$ cat config.mk
export PLATFORM = sky130hd
export DESIGN_NAME = mem_reader
export DESIGN_NICKNAME = d
export VERILOG_FILES = /design/src/rtl/mem_reader.sv
export SDC_FILE = /design/constraint.sdc
export NUM_CORES = 1
export LEC_CHECK = 0
export ABC_AREA = 1
export BUFFER_PORTS_ARGS = -buffer_cell sky130_fd_sc_hd__buf_2
export CORE_ASPECT_RATIO = 2
export CORE_MARGIN = 2
export CORE_UTILIZATION = 33
export DETAILED_ROUTE_END_ITERATION = 10
export SYNTH_ARGS = -nofsm -noshare
export SYNTH_HDL_FRONTEND = slang
export SYNTH_SLANG_ARGS = --single-unit
$ cat constraint.sdc
create_clock -name clk_i -period 7.5 [get_ports clk_i]
set_input_delay 0.375 -clock clk_i [delete_from_list [all_inputs] [get_ports clk_i]]
set_output_delay 0.375 -clock clk_i [all_outputs]
set_load 0.05 [all_outputs]
$ cat src/rtl/mem_reader.sv
// rtl/mem_reader.sv - streaming read engine: issues memory reads, absorbs read latency, delivers words on a valid/ready stream.
// Optional feature: MEM_READER_STRIDE_EN adds the stride_i port (address increment sampled on start).
module mem_reader #(
  parameter int WIDTH  = 32,
  parameter int DEPTH  = 512,
  parameter int RD_LAT = 2
) (
  input  logic                       clk_i,
  input  logic                       rst_i,
  input  logic                       start_i,
  input  logic [$clog2(DEPTH)-1:0]   base_addr_i,
  input  logic [$clog2(DEPTH+1)-1:0] count_i,
`ifdef MEM_READER_STRIDE_EN
  input  logic [$clog2(DEPTH)-1:0]   stride_i,
`endif
  output logic                       busy_o,
  output logic                       done_o,
  output logic                       enB_o,
  output logic [$clog2(DEPTH)-1:0]   addrB_o,
  input  logic [WIDTH-1:0]           doutB_i,
  output logic                       m_valid_o,
  input  logic                       m_ready_i,
  output logic [WIDTH-1:0]           m_data_o,
  output logic                       m_last_o
);

  localparam int AW = $clog2(DEPTH);
  localparam int CW = $clog2(DEPTH+1);
  localparam int F  = RD_LAT + 2;
  localparam int PW = $clog2(F);
  localparam int OW = $clog2(F+1);
  localparam int IW = $clog2(RD_LAT+1);
  localparam int SW = OW + 1;

  typedef enum logic [1:0] {IDLE, RUN, DRAIN, FIN} state_t;

  state_t            state_q, state_d;
  logic [AW-1:0]     addr_q, addr_d;
  logic [CW-1:0]     rem_q, rem_d;
  logic [CW-1:0]     cnt_q, cnt_d;
  logic [CW-1:0]     beat_q, beat_d;
  logic [RD_LAT-1:0] pipe_q;
  logic [WIDTH-1:0]  fifo_q [F];
  logic [PW-1:0]     wr_q, rd_q;
  logic [OW-1:0]     occ_q;
  logic [AW-1:0]     inc;

  logic              issue, push, pop;
  logic [IW-1:0]     infl;
  logic [SW-1:0]     credit;
  logic [AW:0]       sum;
  logic [AW:0]       sum_wrap;

`ifdef MEM_READER_STRIDE_EN
  logic [AW-1:0] inc_q;
  always_ff @(posedge clk_i or posedge rst_i) begin
    if (rst_i) begin
      inc_q <= '0;
    end else if (state_q == IDLE && start_i) begin
      inc_q <= stride_i;
    end
  end
  assign inc = inc_q;
`else
  assign inc = AW'(1);
`endif

  assign push = pipe_q[RD_LAT-1];
  assign pop  = m_valid_o && m_ready_i;

  always_comb begin
    infl = '0;
    for (int i = 0; i < RD_LAT; i++) begin
      infl = infl + IW'(pipe_q[i]);
    end
  end

  // Credit counts this cycle's pop so a full-rate stream never stalls issue.
  assign credit = SW'(occ_q) + SW'(infl) - SW'(pop);
  assign issue  = (state_q == RUN) && (rem_q != '0) && (credit < SW'(F));

  assign sum      = {1'b0, addr_q} + {1'b0, inc};
  assign sum_wrap = (sum >= (AW+1)'(DEPTH)) ? sum - (AW+1)'(DEPTH) : sum;

  always_comb begin
    state_d = state_q;
    addr_d  = addr_q;
    rem_d   = rem_q;
    cnt_d   = cnt_q;
    beat_d  = pop ? beat_q + CW'(1) : beat_q;
    case (state_q)
      IDLE: begin
        if (start_i) begin
          addr_d  = base_addr_i;
          rem_d   = count_i;
          cnt_d   = count_i;
          beat_d  = '0;
          state_d = (count_i == '0) ? FIN : RUN;
        end
      end
      RUN: begin
        if (issue) begin
          addr_d = sum_wrap[AW-1:0];
          rem_d  = rem_q - CW'(1);
          if (rem_q == CW'(1)) state_d = DRAIN;
        end
      end
      DRAIN: begin
        if (pop && m_last_o) state_d = FIN;
      end
      default: state_d = IDLE;
    endcase
  end

  always_ff @(posedge clk_i or posedge rst_i) begin
    if (rst_i) begin
      state_q <= IDLE;
      addr_q  <= '0;
      rem_q   <= '0;
      cnt_q   <= '0;
      beat_q  <= '0;
    end else begin
      state_q <= state_d;
      addr_q  <= addr_d;
      rem_q   <= rem_d;
      cnt_q   <= cnt_d;
      beat_q  <= beat_d;
    end
  end

  // Issue flags travel alongside the memory's read latency; the tail flag marks doutB valid.
  always_ff @(posedge clk_i or posedge rst_i) begin
    if (rst_i) begin
      pipe_q <= '0;
    end else begin
      pipe_q[0] <= issue;
      for (int i = 1; i < RD_LAT; i++) begin
        pipe_q[i] <= pipe_q[i-1];
      end
    end
  end

  always_ff @(posedge clk_i or posedge rst_i) begin
    if (rst_i) begin
      for (int i = 0; i < F; i++) fifo_q[i] <= '0;
      wr_q  <= '0;
      rd_q  <= '0;
      occ_q <= '0;
    end else begin
      if (push) begin
        fifo_q[wr_q] <= doutB_i;
        wr_q         <= (wr_q == PW'(F-1)) ? '0 : wr_q + PW'(1);
      end
      if (pop) begin
        rd_q <= (rd_q == PW'(F-1)) ? '0 : rd_q + PW'(1);
      end
      occ_q <= occ_q + OW'(push) - OW'(pop);
    end
  end

  assign busy_o    = (state_q == RUN) || (state_q == DRAIN);
  assign done_o    = (state_q == FIN);
  assign enB_o     = issue;
  assign addrB_o   = addr_q;
  assign m_valid_o = (occ_q != '0);
  assign m_data_o  = fifo_q[rd_q];
  assign m_last_o  = m_valid_o && (beat_q == cnt_q - CW'(1));

  a_no_overflow: assert property (@(posedge clk_i) disable iff (rst_i) push |-> (occ_q != OW'(F)));

endmodule

==> flow_metrics.tcl <==
set metrics [dict create \
    core_area_um2 26100 \
    ys_async_sr_fraction 1.00 \
    hold_slack_ns 0.166 \
    cts_root_buf "clkbuf_16" \
    met3_usage 0.0352 \
    multi_input_comb_area_um2 3620 \
    hold_buffers 0 \
    insertion_delay_ns 0.43 \
    synth_nets 1148 \
    rsz0062_at_grt "false" \
    worst_ep_arrival_time_ns 2.97 \
    synthAdderAreaFrac 0.0312 \
    placed_area_um2 9440 \
    cts_tree "done" \
    grt_util_met1 0.208 \
    drt_iter0_markers 450 \
    p_total_mw 5.15 \
    path_max_fanout 10 \
    grt_usage 0.158 \
    die_h_um 233 \
    final_common_cell "nand2_1" \
    busiest_layer "met2" \
    synth-compound-area-share 0.179 \
    finalClockSkew_ns 0.00965 \
    grt_pass1_vias 7006 \
    drcViolationCount 0 \
    synthFlopType "dfrtp_1" \
    slew_headroom 0.232 \
    fin_crit_sh 0.446 \
    swShare 0.490 \
    die_x_um 119 \
    cts_sinks 178 \
    num_io_pins 101 \
    hold_path_class "primary input to asynchronous set/reset pin" \
    vias_per_cell 4.90 \
    gp_congestion 0.821 \
    initial_core_util 0.333 \
    synth_top_family_by_area "simple AND/OR/NAND/NOR gates" \
    finalSetupViolations 0 \
    cts_setup_buffers 0 \
    startpoint_type "register" \
    cap_viol_max_count 0 \
    syn-cell-area_um2 8670 \
    critPathCaptureType "primary output" \
    clockBufferDepth 2 \
    powerDensity_nw_per_um2 516 \
    syn2layout_area_growth_pct 15.1 \
    max_freq_mhz 299 \
    power.leakage_nw 4.94 \
    synthMuxAreaShare 0 \
    n_antenna_cell 0 \
    setup_tns_ns 0 \
    htree_levels 4 \
    dp_hpwl_mm 13.2 \
    dieArea_um2 27700 \
    power_switching_mw 2.52 \
    ys_seq_elements 178 \
    synth_sequential_area_ratio 0.514 \
    path_class "register to primary output" \
    synthTopCellsByArea "dfrtp_1, o21ai_0, nand2_1" \
    fin_area_um2 9980 \
    synthSimpleGateAreaFrac 0.191 \
    grt_pass1_wl_mm 35.3 \
    worstMarginPinSlew_ns 1.15 \
    cts_resized 0 \
    synthesis.instances 1072 \
    intPower_mw 2.63 \
    num_rows 84 \
    drv_slew 0 \
    grt_overflow 0 \
    ys_warn_count 0 \
    clk_pin_slew_ns 0.07 \
    antenna_left 0 \
    worstPathRequired_ns 7.12 \
    ir_worst_vdd_mv 0.303 \
    final_nets 1219 \
    synth_area_leader_cell "dfrtp_1" \
    period_needed_ns 3.34 \
    antenna_found_initial 1 \
    grt_max_degree 105 \
    fillCellCount 2772 \
    dr.pass1.iters 5 \
    final_cell_mix "nand2_1, o21ai_0, dfrtp_1" \
    fin_util 0.383 \
    synth_top_area_share 0.514 \
    grt.met2_usage 0.256 \
    syn-mean-instance-area_um2 8.09 \
    wl_mm 21.3 \
    synth_edf_count 0 \
    clock_power_share 0.161 \
    synth_xor_area_frac 0.0152 \
    regArea_um2 4460 \
    portBuffers 100 \
    wire_per_inst_um 14.2 \
    p_seq_frac 0.336 \
    finalHoldViolations 0 \
    num_vias 7336 \
    status "finished, final reports clean" \
    synth_cell_types 35 \
    cts_buffers 17 \
    combPwrFrac 0.503 \
    drive_gt1_frac 0.143 \
]
-- layout make-up --
class,instances,share of cell area
Clock buffer,17,0.0426
Inverter,99,0.0380
Tap cell,344,0.0431
Multi-Input combinational cell,740,0.363
Clock inverter,13,0.0114
Sequential cell,178,0.447
Timing Repair Buffer,107,0.0554
-- critical path, cell delays in order (launching register included) --
cell and delay (ns):
dfrtp_1 0.41, inv_1 0.11, nand3_2 0.10, nand2_2 0.11
clkinv_1 0.24, ha_1 0.37, inv_1 0.04, ha_1 0.26
nand2_1 0.05, inv_1 0.03, o21ai_0 0.20, nand3b_1 0.11
nand2_1 0.09, nand2_2 0.07, inv_1 0.07, buf_2 0.27
-- flip-flops by register name, summed over array words and instances (netlist names) --
| name | count |
|---|---|
| addrB_o | 9 |
| beat_q | 10 |
| cnt_q | 10 |
| fifo_q | 128 |
| occ_q | 3 |
| pipe_q | 2 |
| rd_q | 2 |
| rem_q | 10 |
| state_q | 2 |
| wr_q | 2 |
-- cell families (layout without fill, tap and decap cells) --
| kind of cell | Yosys count | count (layout) |
|---|---|---|
| and+or+nand+nor | 411 | 411 |
| AOI/OAI and AO/OA | 293 | 293 |
| adders and majority gates | 21 | 21 |
| DFF | 178 | 178 |
| buffers and inverters | 154 | 236 |
| xor gates and xnor gates | 15 | 15 |
-- cell usage after synthesis, types with 6 or more instances --
cell,number
a21oi_1,9
clkbuf_1,50
nand2_1,246
nor2_1,109
xor2_1,8
nand4_1,6
nor3_1,6
xnor2_1,7
o21ai_0,232
ha_1,20
inv_1,97
o21ai_1,7
o21ai_2,7
dfrtp_1,178
nand3_1,26
o22ai_1,32
-- final timing paths --
| kind | startpoint | to | slack (ns) | cells past startpoint |
|---|---|---|---|---|
| worst max-delay path | occ_q[1] | enB_o | 4.16 | 15 |
| max in group asynchronous | rst_i | fifo_q[24] | 5.79 | 3 |
| worst min register to register | pipe_q[0] | pipe_q[1] | 0.38 | 0 |
| worst min-delay path | rst_i | addrB_o[7] | 0.17 | 2 |
| worst max register to register | occ_q[1] | rem_q[6] | 4.52 | 19 |
| min in group clk_i | base_addr_i[8] | addrB_o[8] | 0.19 | 3 |
-- stage by stage --
stage | instances | setup WS, ns
6_report | 1498 | 4.16
5_1_grt | 1498 | 3.92
3_5_place_dp | 1468 | 4.52
2_1_floorplan | 1072 | 2.29
3_3_place_gp | 1468 | 4.64
4_1_cts | 1498 | 4.13
-- power by group through the flow --
| stage | sequential [mW] | combinational (mW) | clock, mW |
|---|---|---|---|
| floorplan | 1.75 | 1.99 | 0 |
| global placement | 1.73 | 2.56 | 0 |
| detailed placement | 1.74 | 2.61 | 0 |
| CTS | 1.73 | 2.62 | 0.855 |
| global route | 1.80 | 2.90 | 0.899 |
| finish | 1.73 | 2.59 | 0.829 |
-- per-layer routing --
layer	vias up	part of all wire
met4	2	0.019
met5	-	0.00052
met1	3471	0.45
met2	199	0.48
li1	3636	-
met3	28	0.049
Note: power is estimated with default switching activity, not from simulation.
